<file path="src/rtl/mem_stage.sv">
// MIPS memory-access stage: pass-through, aligned loads/stores, LL/SC link tracking, one writeback beat per op.
// Optional MEM_ALIGN_CHECK_EN turns misaligned half/word accesses into single-cycle exception beats.
module mem_stage (
  input  logic        clk,
  input  logic        rst,
  input  logic        ex_valid,
  output logic        ex_ready,
  input  logic [3:0]  ex_mem_op,
  input  logic [31:0] ex_addr,
  input  logic [31:0] ex_store_data,
  input  logic [4:0]  ex_dest,
  output logic        dmem_req,
  output logic        dmem_we,
  output logic [31:0] dmem_addr,
  output logic [3:0]  dmem_be,
  output logic [31:0] dmem_wdata,
  input  logic [31:0] dmem_rdata,
  input  logic        dmem_ack,
  output logic        wb_valid,
  output logic        wb_we,
  output logic [4:0]  wb_dest,
  output logic [31:0] wb_data,
  output logic        mem_exc
);

  localparam logic [3:0] OP_LB  = 4'd1;
  localparam logic [3:0] OP_LBU = 4'd2;
  localparam logic [3:0] OP_LH  = 4'd3;
  localparam logic [3:0] OP_LHU = 4'd4;
  localparam logic [3:0] OP_LW  = 4'd5;
  localparam logic [3:0] OP_LL  = 4'd6;
  localparam logic [3:0] OP_SB  = 4'd7;
  localparam logic [3:0] OP_SH  = 4'd8;
  localparam logic [3:0] OP_SW  = 4'd9;
  localparam logic [3:0] OP_SC  = 4'd10;

  typedef enum logic {IDLE, BUSY} state_t;

  state_t      state, state_nxt;
  logic [3:0]  op_q;
  logic [1:0]  lane_q;
  logic [4:0]  dest_q;
  logic        link_valid;
  logic [29:0] link_addr;

  logic        accept, start_mem, misaligned, sc_ok;
  logic        is_load, is_store, is_sc, sz_byte, sz_half, sz_word;
  logic [3:0]  be_nxt;
  logic [31:0] wdata_nxt;
  logic [7:0]  rd_byte;
  logic [15:0] rd_half;
  logic [31:0] ld_data;

  // Decode of the incoming operation
  always_comb begin
    is_load  = 1'b0;
    is_store = 1'b0;
    is_sc    = 1'b0;
    sz_byte  = 1'b0;
    sz_half  = 1'b0;
    sz_word  = 1'b0;
    case (ex_mem_op)
      OP_LB, OP_LBU: begin is_load  = 1'b1; sz_byte = 1'b1; end
      OP_LH, OP_LHU: begin is_load  = 1'b1; sz_half = 1'b1; end
      OP_LW, OP_LL:  begin is_load  = 1'b1; sz_word = 1'b1; end
      OP_SB:         begin is_store = 1'b1; sz_byte = 1'b1; end
      OP_SH:         begin is_store = 1'b1; sz_half = 1'b1; end
      OP_SW:         begin is_store = 1'b1; sz_word = 1'b1; end
      OP_SC:         begin is_sc    = 1'b1; sz_word = 1'b1; end
      default: ;
    endcase
  end

`ifdef MEM_ALIGN_CHECK_EN
  assign misaligned = (sz_half & ex_addr[0]) | (sz_word & (ex_addr[1:0] != 2'b00));
`else
  assign misaligned = 1'b0;
`endif

  assign accept    = ex_valid & (state == IDLE);
  assign sc_ok     = link_valid & (ex_addr[31:2] == link_addr);
  assign start_mem = accept & ~misaligned & (is_load | is_store | (is_sc & sc_ok));

  // Byte-lane enables and lane-replicated write data
  always_comb begin
    be_nxt    = 4'b1111;
    wdata_nxt = ex_store_data;
    if (sz_byte) begin
      be_nxt    = 4'b0001 << ex_addr[1:0];
      wdata_nxt = {4{ex_store_data[7:0]}};
    end else if (sz_half) begin
      be_nxt    = ex_addr[1] ? 4'b1100 : 4'b0011;
      wdata_nxt = {2{ex_store_data[15:0]}};
    end
  end

  // Load lane extraction and extension
  always_comb begin
    rd_byte = dmem_rdata[{lane_q, 3'b000} +: 8];
    rd_half = lane_q[1] ? dmem_rdata[31:16] : dmem_rdata[15:0];
    case (op_q)
      OP_LB:   ld_data = {{24{rd_byte[7]}}, rd_byte};
      OP_LBU:  ld_data = {24'd0, rd_byte};
      OP_LH:   ld_data = {{16{rd_half[15]}}, rd_half};
      OP_LHU:  ld_data = {16'd0, rd_half};
      default: ld_data = dmem_rdata;
    endcase
  end

  always_ff @(posedge clk or posedge rst) begin
    if (rst) state <= IDLE;
    else     state <= state_nxt;
  end

  always_comb begin
    state_nxt = state;
    case (state)
      IDLE:    if (start_mem) state_nxt = BUSY;
      BUSY:    if (dmem_ack)  state_nxt = IDLE;
      default: state_nxt = IDLE;
    endcase
  end

  assign ex_ready = (state == IDLE);
  assign dmem_req = (state == BUSY);

  always_ff @(posedge clk or posedge rst) begin
    if (rst) begin
      op_q       <= 4'd0;
      lane_q     <= 2'd0;
      dest_q     <= 5'd0;
      dmem_we    <= 1'b0;
      dmem_addr  <= 32'd0;
      dmem_be    <= 4'd0;
      dmem_wdata <= 32'd0;
      wb_valid   <= 1'b0;
      wb_we      <= 1'b0;
      wb_dest    <= 5'd0;
      wb_data    <= 32'd0;
      mem_exc    <= 1'b0;
      link_valid <= 1'b0;
      link_addr  <= 30'd0;
    end else begin
      wb_valid <= 1'b0;
      if (start_mem) begin
        op_q       <= ex_mem_op;
        lane_q     <= ex_addr[1:0];
        dest_q     <= ex_dest;
        dmem_we    <= is_store | is_sc;
        dmem_addr  <= {ex_addr[31:2], 2'b00};
        dmem_be    <= be_nxt;
        dmem_wdata <= wdata_nxt;
      end else if (accept) begin
        // Completes without touching memory: pass-through, failed SC or misalignment
        wb_valid <= 1'b1;
        wb_dest  <= ex_dest;
        wb_we    <= ~misaligned;
        mem_exc  <= misaligned;
        wb_data  <= (misaligned | is_sc) ? 32'd0 : ex_addr;
        if (is_sc & ~misaligned) link_valid <= 1'b0;
      end else if ((state == BUSY) && dmem_ack) begin
        wb_valid <= 1'b1;
        wb_dest  <= dest_q;
        mem_exc  <= 1'b0;
        wb_we    <= ~((op_q == OP_SB) | (op_q == OP_SH) | (op_q == OP_SW));
        case (op_q)
          OP_LB, OP_LBU, OP_LH, OP_LHU, OP_LW, OP_LL: wb_data <= ld_data;
          OP_SC:   wb_data <= 32'd1;
          default: wb_data <= 32'd0;
        endcase
        if (op_q == OP_LL) begin
          link_valid <= 1'b1;
          link_addr  <= dmem_addr[31:2];
        end
        if (op_q == OP_SC) link_valid <= 1'b0;
        if (((op_q == OP_SB) | (op_q == OP_SH) | (op_q == OP_SW)) && (dmem_addr[31:2] == link_addr))
          link_valid <= 1'b0;
      end
    end
  end

endmodule

</file>
<file path="config.mk">
export PLATFORM = sky130hd
export DESIGN_NAME = mem_stage
export DESIGN_NICKNAME = d
export VERILOG_FILES = /design/src/rtl/mem_stage.sv
export SDC_FILE = /design/constraint.sdc
export NUM_CORES = 1
export LEC_CHECK = 0
export ABC_AREA = 1
export ABC_CLOCK_PERIOD_IN_PS = 5000
export CAP_MARGIN = 25
export CORE_MARGIN = 10
export CORE_UTILIZATION = 35
export DETAILED_ROUTE_END_ITERATION = 16
export GPL_TIMING_DRIVEN = 0
export PLACE_DENSITY_LB_ADDON = 0.12
export RECOVER_POWER = 25
export SKIP_LAST_GASP = 1
export SLEW_MARGIN = 5
export SYNTH_ARGS = -nofsm -noshare
export SYNTH_HDL_FRONTEND = slang
export SYNTH_SLANG_ARGS = --single-unit
</file>
<file path="constraint.sdc">
create_clock -name clk -period 5 [get_ports clk]
set_clock_uncertainty 0.2 [all_clocks]
set_input_delay 1 -clock clk [delete_from_list [all_inputs] [get_ports clk]]
set_output_delay 1 -clock clk [all_outputs]
set_load 0.01 [all_outputs]
</file>
==> metrics, run 1 <==
status complete, but fails checks; failing checks capacitance limit, slew limit; Cells after Synth roughly 1,100; cell family with most CP delay buffers and inverters; largest net degree at the start of global routing 40; most frequent cells in the layout nand2_1 (460), clkdlybuf4s50_1 (215), dfrtp_1 (149); antenna violations before repair 1; Post-Syn Area approximately 0.0081 sq mm; arrival time at the worst endpoint ~3.3 ns; Hold-fix buffers, CTS 0; CP Cell Sequence dlygate4sd3_1 > clkinvlp_2 > clkbuf_1; ant diodes 0; number of flops mapped to enable cells by yosys 0; root buf cell clkbuf_16; slowest stage delay, CP ~1.6 ns; dpl cells about 1,600; Final Wtd Congestion 0.923; worst hold path type flop to flop; Synth Register Bits around 150; initial core utilization 0.357; CP max FO 35; total gr overflow 0; final period utilization 0.682; RR Endpoint dmem_addr[21]$_DFFE_PP0P_; unrepaired setup endpoints after global routing false; Num CTS Buffers 17; DR DRC count 0; post-synthesis sequential area ratio 0.460; CP endpoint dmem_addr[12]$_DFFE_PP0P_; area of the die 0.0297 sq mm; yosys warns 0; Placed Instance Area around 0.011 sq mm; vias post-DR 8,175; CTS tree built; commonest non-fill, non-tap cell in the layout nand2_1; crit path buf inv count 3; Crit. path cell count 3; Clk pin slew, worst setup/hold paths roughly 0.070 ns; PortBufs 216; area of the core 0.0227 sq mm; post-cts repair resize count 0; Mapped Avg Cell Area 7.16 sq um; fin area roughly 0.011 sq mm; worst endpoint required time 4.88 ns; sequential cell area ~0.0037 sq mm; total power 5.66 mW; chip height 172 microns; Row Count 55; maximum vdd drop about 250 uV; leakage dissipation ~5.4 nW; Sink Count 149; critical path class primary input to asynchronous set/reset pin; max-slew violation count 74; die width roughly 170 microns; 1st-iter DRT viols 617; Worst Setup End Kind asynchronous set/reset pin; vias in the first global route roughly 8,300; maximum clock rate around 0.29 GHz; Post-synth ARST share 1.00; post-CTS setup buffer count 0; TNS Setup 0 ns; fin cells approximately 1,700; distinct cell type count of the synthesized netlist 32; crit path max-delay cell type clkbuf_1; via/cell ratio between 4 and 5; io pins 220; Worst Reg-to-Reg Cells 12; first-pass GRT wire length around 47 mm; GRT Total Usage 0.208; Rel. slew slack -0.465; final setup vio count 0; Worst Tran Pin Value around 2.2 ns; Reg2Reg Setup Slack between 2 and 3 ns; # nets final around 1,500; post-DP HPWL about 24 mm; reg2reg start link_addr[17]$_DFFE_PP0P_; First-pass DRT Iterations 5; max_cap viols 2; Layout fillers around 2,300; DR WL/cell ~18 microns; Area growth, synth to finish 38.8%; pwr dens 503 mW/mm^2; Final min period between 3 and 4 ns; area occupied by multi-input gates between 0.003 and 0.004 sq mm; remaining antenna violation count 0; H-Tree Depth 4; final hold violations 0; Longest Clk Path Bufs 2; layout cells sized above 1 0.0541; Post-synth top flop dfrtp_1; CP startpoint rst; Clock Latency Late Sink between 0.4 and 0.5 ns; final WL 30.8 mm; crit start category primary input
-- logic make-up after synthesis --
kind of cell / Yosys count / synth area share
muxes: 12 / 0.0153
AOI/OAI and AO/OA: 219 / 0.146
xor gates and xnor gates: 16 / 0.0173
buffers and inverters: 194 / 0.102
and+or+nand+nor: 542 / 0.259
DFF: 149 / 0.460
other: 1 / 0.000462
-- worst min-delay path: stages, from the launching register on --
cell and delay (ns):
dfrtp_1 0.34, nand2_1 0.05, nand2_1 0.05
-- metrics by stage --
| step | setup WS (ns) | hold WS, ns | utilization |
|---|---|---|---|
| final | 1.59 | 0.269 | 0.496 |
| after global routing | 1.21 | 0.282 | 0.496 |
| after CTS | 1.71 | 0.275 | 0.497 |
| after detailed placement | 1.26 | 0.257 | 0.472 |
| after global placement | 0.448 | 0.254 | 0.469 |
| after floorplan | 1.93 | 0.242 | - |
-- flip-flops by register name, summed over array words and instances (netlist names) --
| register | flops |
|---|---|
| dmem_addr | 30 |
| dmem_req | 1 |
| wb_data | 32 |
| dmem_be | 4 |
| wb_we | 1 |
| wb_dest | 5 |
| dest_q | 5 |
| link_valid | 1 |
| op_q | 4 |
| dmem_we | 1 |
| wb_valid | 1 |
| link_addr | 30 |
| lane_q | 2 |
| dmem_wdata | 32 |
-- worst min-delay path by stage --
| stage | startpoint | to | slack (ns) | cells after the start |
|---|---|---|---|---|
| floorplan | link_valid$_DFFE_PP0P_ | link_valid$_DFFE_PP0P_ | 0.24 | 2 |
| global placement | dmem_wdata[0]$_DFFE_PP0P_ | dmem_wdata[0]$_DFFE_PP0P_ | 0.25 | 2 |
| detailed placement | dmem_wdata[31]$_DFFE_PP0P_ | dmem_wdata[31]$_DFFE_PP0P_ | 0.26 | 2 |
| CTS | dmem_wdata[31]$_DFFE_PP0P_ | dmem_wdata[31]$_DFFE_PP0P_ | 0.27 | 2 |
| global route | wb_dest[4]$_DFFE_PP0P_ | wb_dest[4]$_DFFE_PP0P_ | 0.28 | 2 |
| finish | dmem_wdata[31]$_DFFE_PP0P_ | dmem_wdata[31]$_DFFE_PP0P_ | 0.27 | 2 |
-- power by group --
| group | switching [mW] | total (mW) | internal [mW] |
|---|---|---|---|
| Clock | 0.536 | 1.29 | 0.749 |
| Sequential | 0.334 | 1.97 | 1.64 |
| Combinational | 1.30 | 2.41 | 1.11 |
-- per-layer routing --
| metal | wire length [microns] | vias up | share of wire | global-route usage |
|---|---|---|---|---|
| met4 | 575 | 0 | 0.019 | 0.0581 |
| li1 | - | 4033 | - | - |
| met1 | 13900 | 3821 | 0.45 | 0.273 |
| met2 | 14100 | 282 | 0.46 | 0.329 |
| met3 | 2240 | 39 | 0.073 | 0.0565 |
| met5 | 0 | - | 0 | 0 |
-- synthesized netlist by cell type (9+ instances only) --
cell	n	area, sq um
nand2_1	460	1730
dfrtp_1	149	3730
inv_1	139	522
o21ai_0	99	495
o21ai_1	53	265
nor2_1	43	161
a21oi_1	28	140
nand3_1	26	130
clkbuf_1	20	75.1
buf_2	15	75.1
xnor2_1	14	123
o22ai_1	12	75.1
mux2i_1	9	90.1
nand4_1	9	56.3
-- cell type report --
type	count	share of cell area
flip-flops and latches	149	0.331
clock buffers	21	0.0400
clock inverters	11	0.0111
plain buffers	51	0.0261
well taps	285	0.0317
multi-input cells	792	0.316
repair buffers	220	0.196
inverters	143	0.0478
(Power assumes the default switching activity.)
==> run 2, diff against run 1 <==
--- a/config.mk
+++ b/config.mk
@@ -6,7 +6,7 @@
 export NUM_CORES = 1
 export LEC_CHECK = 0
 export ABC_AREA = 1
-export ABC_CLOCK_PERIOD_IN_PS = 5000
+export ABC_CLOCK_PERIOD_IN_PS = 2800
 export CAP_MARGIN = 25
 export CORE_MARGIN = 10
 export CORE_UTILIZATION = 35
==> constraint.sdc (replaced) <==
create_clock -name clk -period 2.8 [get_ports clk]
set_clock_uncertainty 0.2 [all_clocks]
set_input_delay 0.56 -clock clk [delete_from_list [all_inputs] [get_ports clk]]
set_output_delay 0.56 -clock clk [all_outputs]
set_load 0.01 [all_outputs]
==> metrics, run 2 (same netlist as run 1, synthesis figures left out) <==
status finished clean; DR DRC count 0; die width roughly 170 microns; leakage dissipation roughly 5.4 nW; pwr dens 898 mW/mm^2; remaining antenna violation count 0; cell family with most CP delay buffers and inverters; chip height 172 microns; # nets final roughly 1,500; area of the core about 0.023 sq mm; final design utilization 0.495; worst hold path type primary input to asynchronous set/reset pin; arrival time at the worst endpoint between 2 and 3 ns; Final Wtd Congestion between 0.9 and 1; Final min period between 2 and 3 ns; TNS Setup 0 ns; crit path buf inv count 3; vias in the first global route slightly above 8,000; Worst Reg-to-Reg Cells 9; Top Registers dmem_wdata: 32 flops, wb_data: 32 flops; max-slew violation count 0; maximum clock rate about 0.39 GHz; Clk pin slew, worst setup/hold paths about 0.070 ns; post-DP HPWL between 20 and 25 mm; CP max FO 10; slowest stage delay, CP 0.54 ns; First-pass DRT Iterations 5; root buf cell clkbuf_16; Area growth, synth to finish 38.7%; worst endpoint required time between 2 and 3 ns; RR Endpoint wb_data[18]$_DFFE_PP0P_; Hold Slack roughly 0.26 ns; Worst Tran Pin Value ~1.0 ns; crit path max-delay cell type clkdlybuf4s50_1; area of the die 0.0297 sq mm; CP Cell Sequence clkdlybuf4s50_1 > nand2_1 > nor2_4 > nand2_1 > nor2_1 > nand2_1 > nor2_1 > nand2_1 > a21oi_4 > inv_2 > buf_2 > nand2_1 > o21ai_1; final period utilization 0.909; layout cells sized above 1 0.0562; antenna violations before repair 1; critical path class primary input to flop; Hold-fix buffers, CTS 0; initial core utilization 0.357; vias post-DR slightly above 8,000; via/cell ratio a little under 5; Setup WS post-layout around 0.25 ns; maximum vdd drop 449 uV; ant diodes 0; final hold violations 0; Worst Setup End Kind flop; Num CTS Buffers 17; Sink Count 149; Clock Latency Late Sink approximately 0.43 ns; DR WL/cell about 18 microns; CTS tree built; Longest Clk Path Bufs 2; final WL 30.8 mm; crit start category primary input; Rel. slew slack 0.330; Row Count 55; dpl cells between 1,500 and 2,000; 1st-iter DRT viols between 600 and 700; commonest non-fill, non-tap cell in the layout nand2_1; max_cap viols 0; H-Tree Depth 4; Reg2Reg Setup Slack 0.36 ns; first-pass GRT wire length roughly 47 mm; largest net degree at the start of global routing 40; GRT Total Usage 0.208; io pins 220; PortBufs 216; total gr overflow 0; fin cells around 1,700; critical path's most frequent cell nand2_1; reg2reg start op_q[3]$_DFFE_PP0P_; unrepaired setup endpoints after global routing false; final setup vio count 0; post-place setup slack -0.499 ns; most frequent cells in the layout nand2_1 (460), clkdlybuf4s50_1 (214), dfrtp_1 (149)
==> run 2: changes by cell type in the layout (fill, tap and decap cells not counted), moves of 2 or more <==
cell,previous run,this run
buf_12,2,0
clkbuf_1,25,22
clkbuf_2,1,4
clkbuf_4,0,2
==> run 2: worst max-delay path by stage <==
stage,start,end,cells after the start
after global placement,rst,wb_valid$_DFF_PP0_,2
after detailed placement,ex_mem_op[1],dmem_addr[21]$_DFFE_PP0P_,11
after global routing,ex_mem_op[3],lane_q[1]$_DFFE_PP0P_,13
final,ex_mem_op[3],dmem_addr[18]$_DFFE_PP0P_,13
after floorplan,rst,dest_q[0]$_DFFE_PP0P_,1
after CTS,ex_mem_op[1],wb_data[30]$_DFFE_PP0P_,14
==> run 2: report_power, final <==
| part | switching, mW | total (mW) | internal [mW] | leakage [nW] |
|---|---|---|---|---|
| clock network | 0.957 | 2.30 | 1.34 | 0.266 |
| logic | 2.32 | 4.29 | 1.97 | 3.29 |
| registers | 0.597 | 3.52 | 2.92 | 1.88 |
| total | 3.87 | 10.1 | 6.24 | 5.44 |
==> run 2: through the flow <==
stage	area [sq um]	power [mW]
3_5_place_dp	10700	7.85
5_1_grt	11300	10.9
4_1_cts	11300	10.2
3_3_place_gp	10600	7.81
6_report	11300	10.1
2_1_floorplan	8120	5.76
==> run 2: timing repair <==
action | CTS | global route
pin swaps | 0 | 0
setup buffers | 0 | 0
resized for setup | 1 | 3
setup endpoints to repair | 6 | 35
==> run 2: cell type report <==
type / instances / area [sq um]
clock inverter: 11 / 125
inverter: 143 / 541
clock buffer: 21 / 450
multi-input combinational: 792 / 3560
sequential: 149 / 3730
buffer: 51 / 295
fill: 2319 / 11500
tap: 285 / 357
timing repair buffer: 220 / 2190
==> run 2: worst register-to-register path, cell delays in order, from the launching register on <==
cell and delay (ns):
dfrtp_1 0.41, inv_1 0.09, nand2_1 0.13, o21ai_2 0.45, o211ai_1 0.34, buf_2 0.29
nand3_1 0.11, o21ai_0 0.15, nand2_1 0.11, nand2_1 0.05
==> run 2: routing by layer <==
| layer | part of all wire | global-route usage | wire, microns |
|---|---|---|---|
| met5 | 0 | 0 | 0 |
| met4 | 0.019 | 0.0585 | 584 |
| met3 | 0.078 | 0.0565 | 2410 |
| met2 | 0.45 | 0.329 | 14000 |
| met1 | 0.45 | 0.273 | 13800 |
==> run 3, diff against run 2 <==
--- a/config.mk
+++ b/config.mk
@@ -6,7 +6,7 @@
 export NUM_CORES = 1
 export LEC_CHECK = 0
 export ABC_AREA = 1
-export ABC_CLOCK_PERIOD_IN_PS = 2800
+export ABC_CLOCK_PERIOD_IN_PS = 2200
 export CAP_MARGIN = 25
 export CORE_MARGIN = 10
 export CORE_UTILIZATION = 35
@@ -14,6 +14,7 @@
 export GPL_TIMING_DRIVEN = 0
 export PLACE_DENSITY_LB_ADDON = 0.12
 export RECOVER_POWER = 25
+export REMOVE_ABC_BUFFERS = 1
 export SKIP_LAST_GASP = 1
 export SLEW_MARGIN = 5
 export SYNTH_ARGS = -nofsm -noshare
==> constraint.sdc (replaced) <==
create_clock -name clk -period 2.2 [get_ports clk]
set_clock_uncertainty 0.2 [all_clocks]
set_input_delay 0.44 -clock clk [delete_from_list [all_inputs] [get_ports clk]]
set_output_delay 0.44 -clock clk [all_outputs]
set_load 0.01 [all_outputs]
==> metrics, run 3 (same netlist as run 1, synthesis figures left out) <==
fin area between 0.01 and 0.015 sq mm; post-DP HPWL approximately 21 mm; # nets final around 1,500; Reg power frac 0.327; initial core utilization 0.357; Placed Instance Area around 0.011 sq mm; DR DRC count 0; critical path class primary input to flop; arrival time at the worst endpoint around 2.3 ns; 1st-iter DRT viols around 710; max_cap viols 0; Psw between 5 and 6 mW; antenna violations before repair 4; PortBufs 216; sequential cell area 0.00373 sq mm; vias in the first global route 7,848; Layout fillers roughly 2,200; area occupied by multi-input gates 0.00380 sq mm; Worst Tran Pin Value ~1 ns; Worst Setup End Kind flop; area of the core ~0.023 sq mm; slowest stage delay, CP roughly 0.25 ns; maximum clock rate approximately 0.45 GHz; Top Registers dmem_wdata: 32 flops, wb_data: 32 flops; crit start category primary input; vias post-DR just over 8,000; Num CTS Buffers 17; layout cells sized above 1 0.141; Final min period between 2 and 2.5 ns; Final Wtd Congestion 0.824; total power approximately 14 mW; switching share of power 0.385; final WL around 31 mm; First-pass DRT Iterations 7; post-place setup slack -1.72 ns; failing checks setup timing; crit path max-delay cell type dlygate4sd2_1; CTS tree built; most frequent cells in the layout nand2_1 (430), clkdlybuf4s50_1 (181), dfrtp_1 (146); root buf cell clkbuf_16; status complete, but fails checks; largest net degree at the start of global routing approximately 110; chip height between 150 and 200 microns; maximum vdd drop 557 uV; Row Count 55; via/cell ratio between 4 and 5; Clock Latency Late Sink 0.42 ns; final hold violations 0; CP Cell Sequence dlygate4sd2_1 > inv_1 > nor2_1 > nand3_1 > o21ai_1 > a211oi_4 > buf_4 > a21oi_4 > clkbuf_16 > buf_16 > inv_16 > clkbuf_16 > nand2_1 > o21ai_1; Clk pin slew, worst setup/hold paths approximately 0.070 ns; total gr overflow 0; area of the die 0.0297 sq mm; Reg2Reg Setup Slack 0 ns; remaining antenna violation count 0; leakage dissipation between 5 and 6 nW; worst endpoint required time between 2 and 2.5 ns; pwr dens about 1100 mW/mm^2; final period utilization 1.02; final setup vio count 27; Internal 8.50 mW; Sink Count roughly 150; Clock power frac 0.211; Setup WS post-layout -0.0394 ns; CP max FO 8; GRT Total Usage 0.201; Rel. slew slack 0.333; Area growth, synth to finish 49.6%; Longest Clk Path Bufs 2; max-slew violation count 0; worst hold path type primary input to flop; io pins between 200 and 250; die width ~170 microns; DR WL/cell 18.4 microns; first-pass GRT wire length 45.3 mm; Comb power frac 0.462; unrepaired setup endpoints after global routing true; commonest non-fill, non-tap cell in the layout nand2_1; H-Tree Depth 4
-- run 3: changes by cell type in the layout (fill, tap and decap cells not counted), moves of 7 or more --
cell / before / now
buf_16: 0 / 7
buf_2: 15 / 1
buf_4: 8 / 47
clkbuf_1: 22 / 2
clkdlybuf4s50_1: 214 / 181
dlygate4sd2_1: 0 / 32
inv_1: 138 / 114
inv_2: 3 / 23
nand2_1: 460 / 430
nand2_2: 1 / 25
nor2_1: 43 / 32
-- run 3: metal layers --
| metal | vias up | part of all wire | GRT usage |
|---|---|---|---|
| met1 | 3812 | 0.43 | 0.260 |
| li1 | 4115 | - | - |
| met2 | 295 | 0.45 | 0.316 |
| met3 | 33 | 0.098 | 0.0716 |
| met4 | 2 | 0.019 | 0.0442 |
| met5 | - | 0.00041 | 0 |
-- run 3: final cells by class --
cell class                      count  share of cell area
Antenna cell                        3            0.000619
Clock buffer                       19              0.0357
Clock inverter                     13              0.0110
Inverter                          143              0.0481
Multi-Input combinational cell    794               0.313
Sequential cell                   149               0.308
Tap cell                          285              0.0294
Timing Repair Buffer              292               0.251
Timing Repair inverter              4             0.00351
-- run 3: critical path, delay by kind of cell --
family / cells / cell delay [ns]
buffers and inverters: 7 / 0.98
AOI/OAI and AO/OA: 4 / 0.55
and+or+nand+nor: 3 / 0.35
-- run 3: final timing paths --
kind,start,to,depth (start not counted)
max in group asynchronous,rst,lane_q[1]$_DFFE_PP0P_,3
setup / recovery,ex_mem_op[2],dmem_wdata[23]$_DFFE_PP0P_,14
hold reg to reg,wb_dest[4]$_DFFE_PP0P_,wb_dest[4]$_DFFE_PP0P_,2
setup reg to reg,link_addr[3]$_DFFE_PP0P_,dmem_wdata[23]$_DFFE_PP0P_,15
min in group asynchronous,rst,link_addr[8]$_DFFE_PP0P_,2
hold / removal,ex_addr[2],dmem_addr[2]$_DFFE_PP0P_,3
-- run 3: through the flow --
step / std cells / TNS (ns) / util / hold slack [ns]
3_3_place_gp: 1585 / -1066.43 / 0.455 / 0.252
3_5_place_dp: 1596 / -171.77 / 0.466 / 0.258
4_1_cts: 1666 / -0.587 / 0.513 / 0.211
5_1_grt: 1700 / -12.63 / 0.534 / 0.231
6_report: 1702 / -0.271 / 0.534 / 0.221
2_1_floorplan: 1084 / -448.58 / - / 0.242
-- run 3: power groups by stage --
stage	logic (mW)	registers, mW	clock network (mW)
after floorplan	2.47	4.73	0
after global placement	5.27	4.54	0
after detailed placement	5.43	4.54	0
after CTS	5.89	4.51	2.96
after global routing	7.04	4.67	3.07
final	6.39	4.52	2.91
-- run 3: what timing repair did --
| item | CTS | global route |
|---|---|---|
| pin swaps | 7 | 21 |
| setup endpoints to repair | 119 | 128 |
| gates resized for setup | 107 | 56 |
| hold buffers | 0 | 0 |
| buffers inserted | 29 | 27 |
| gates cloned | 9 | 8 |
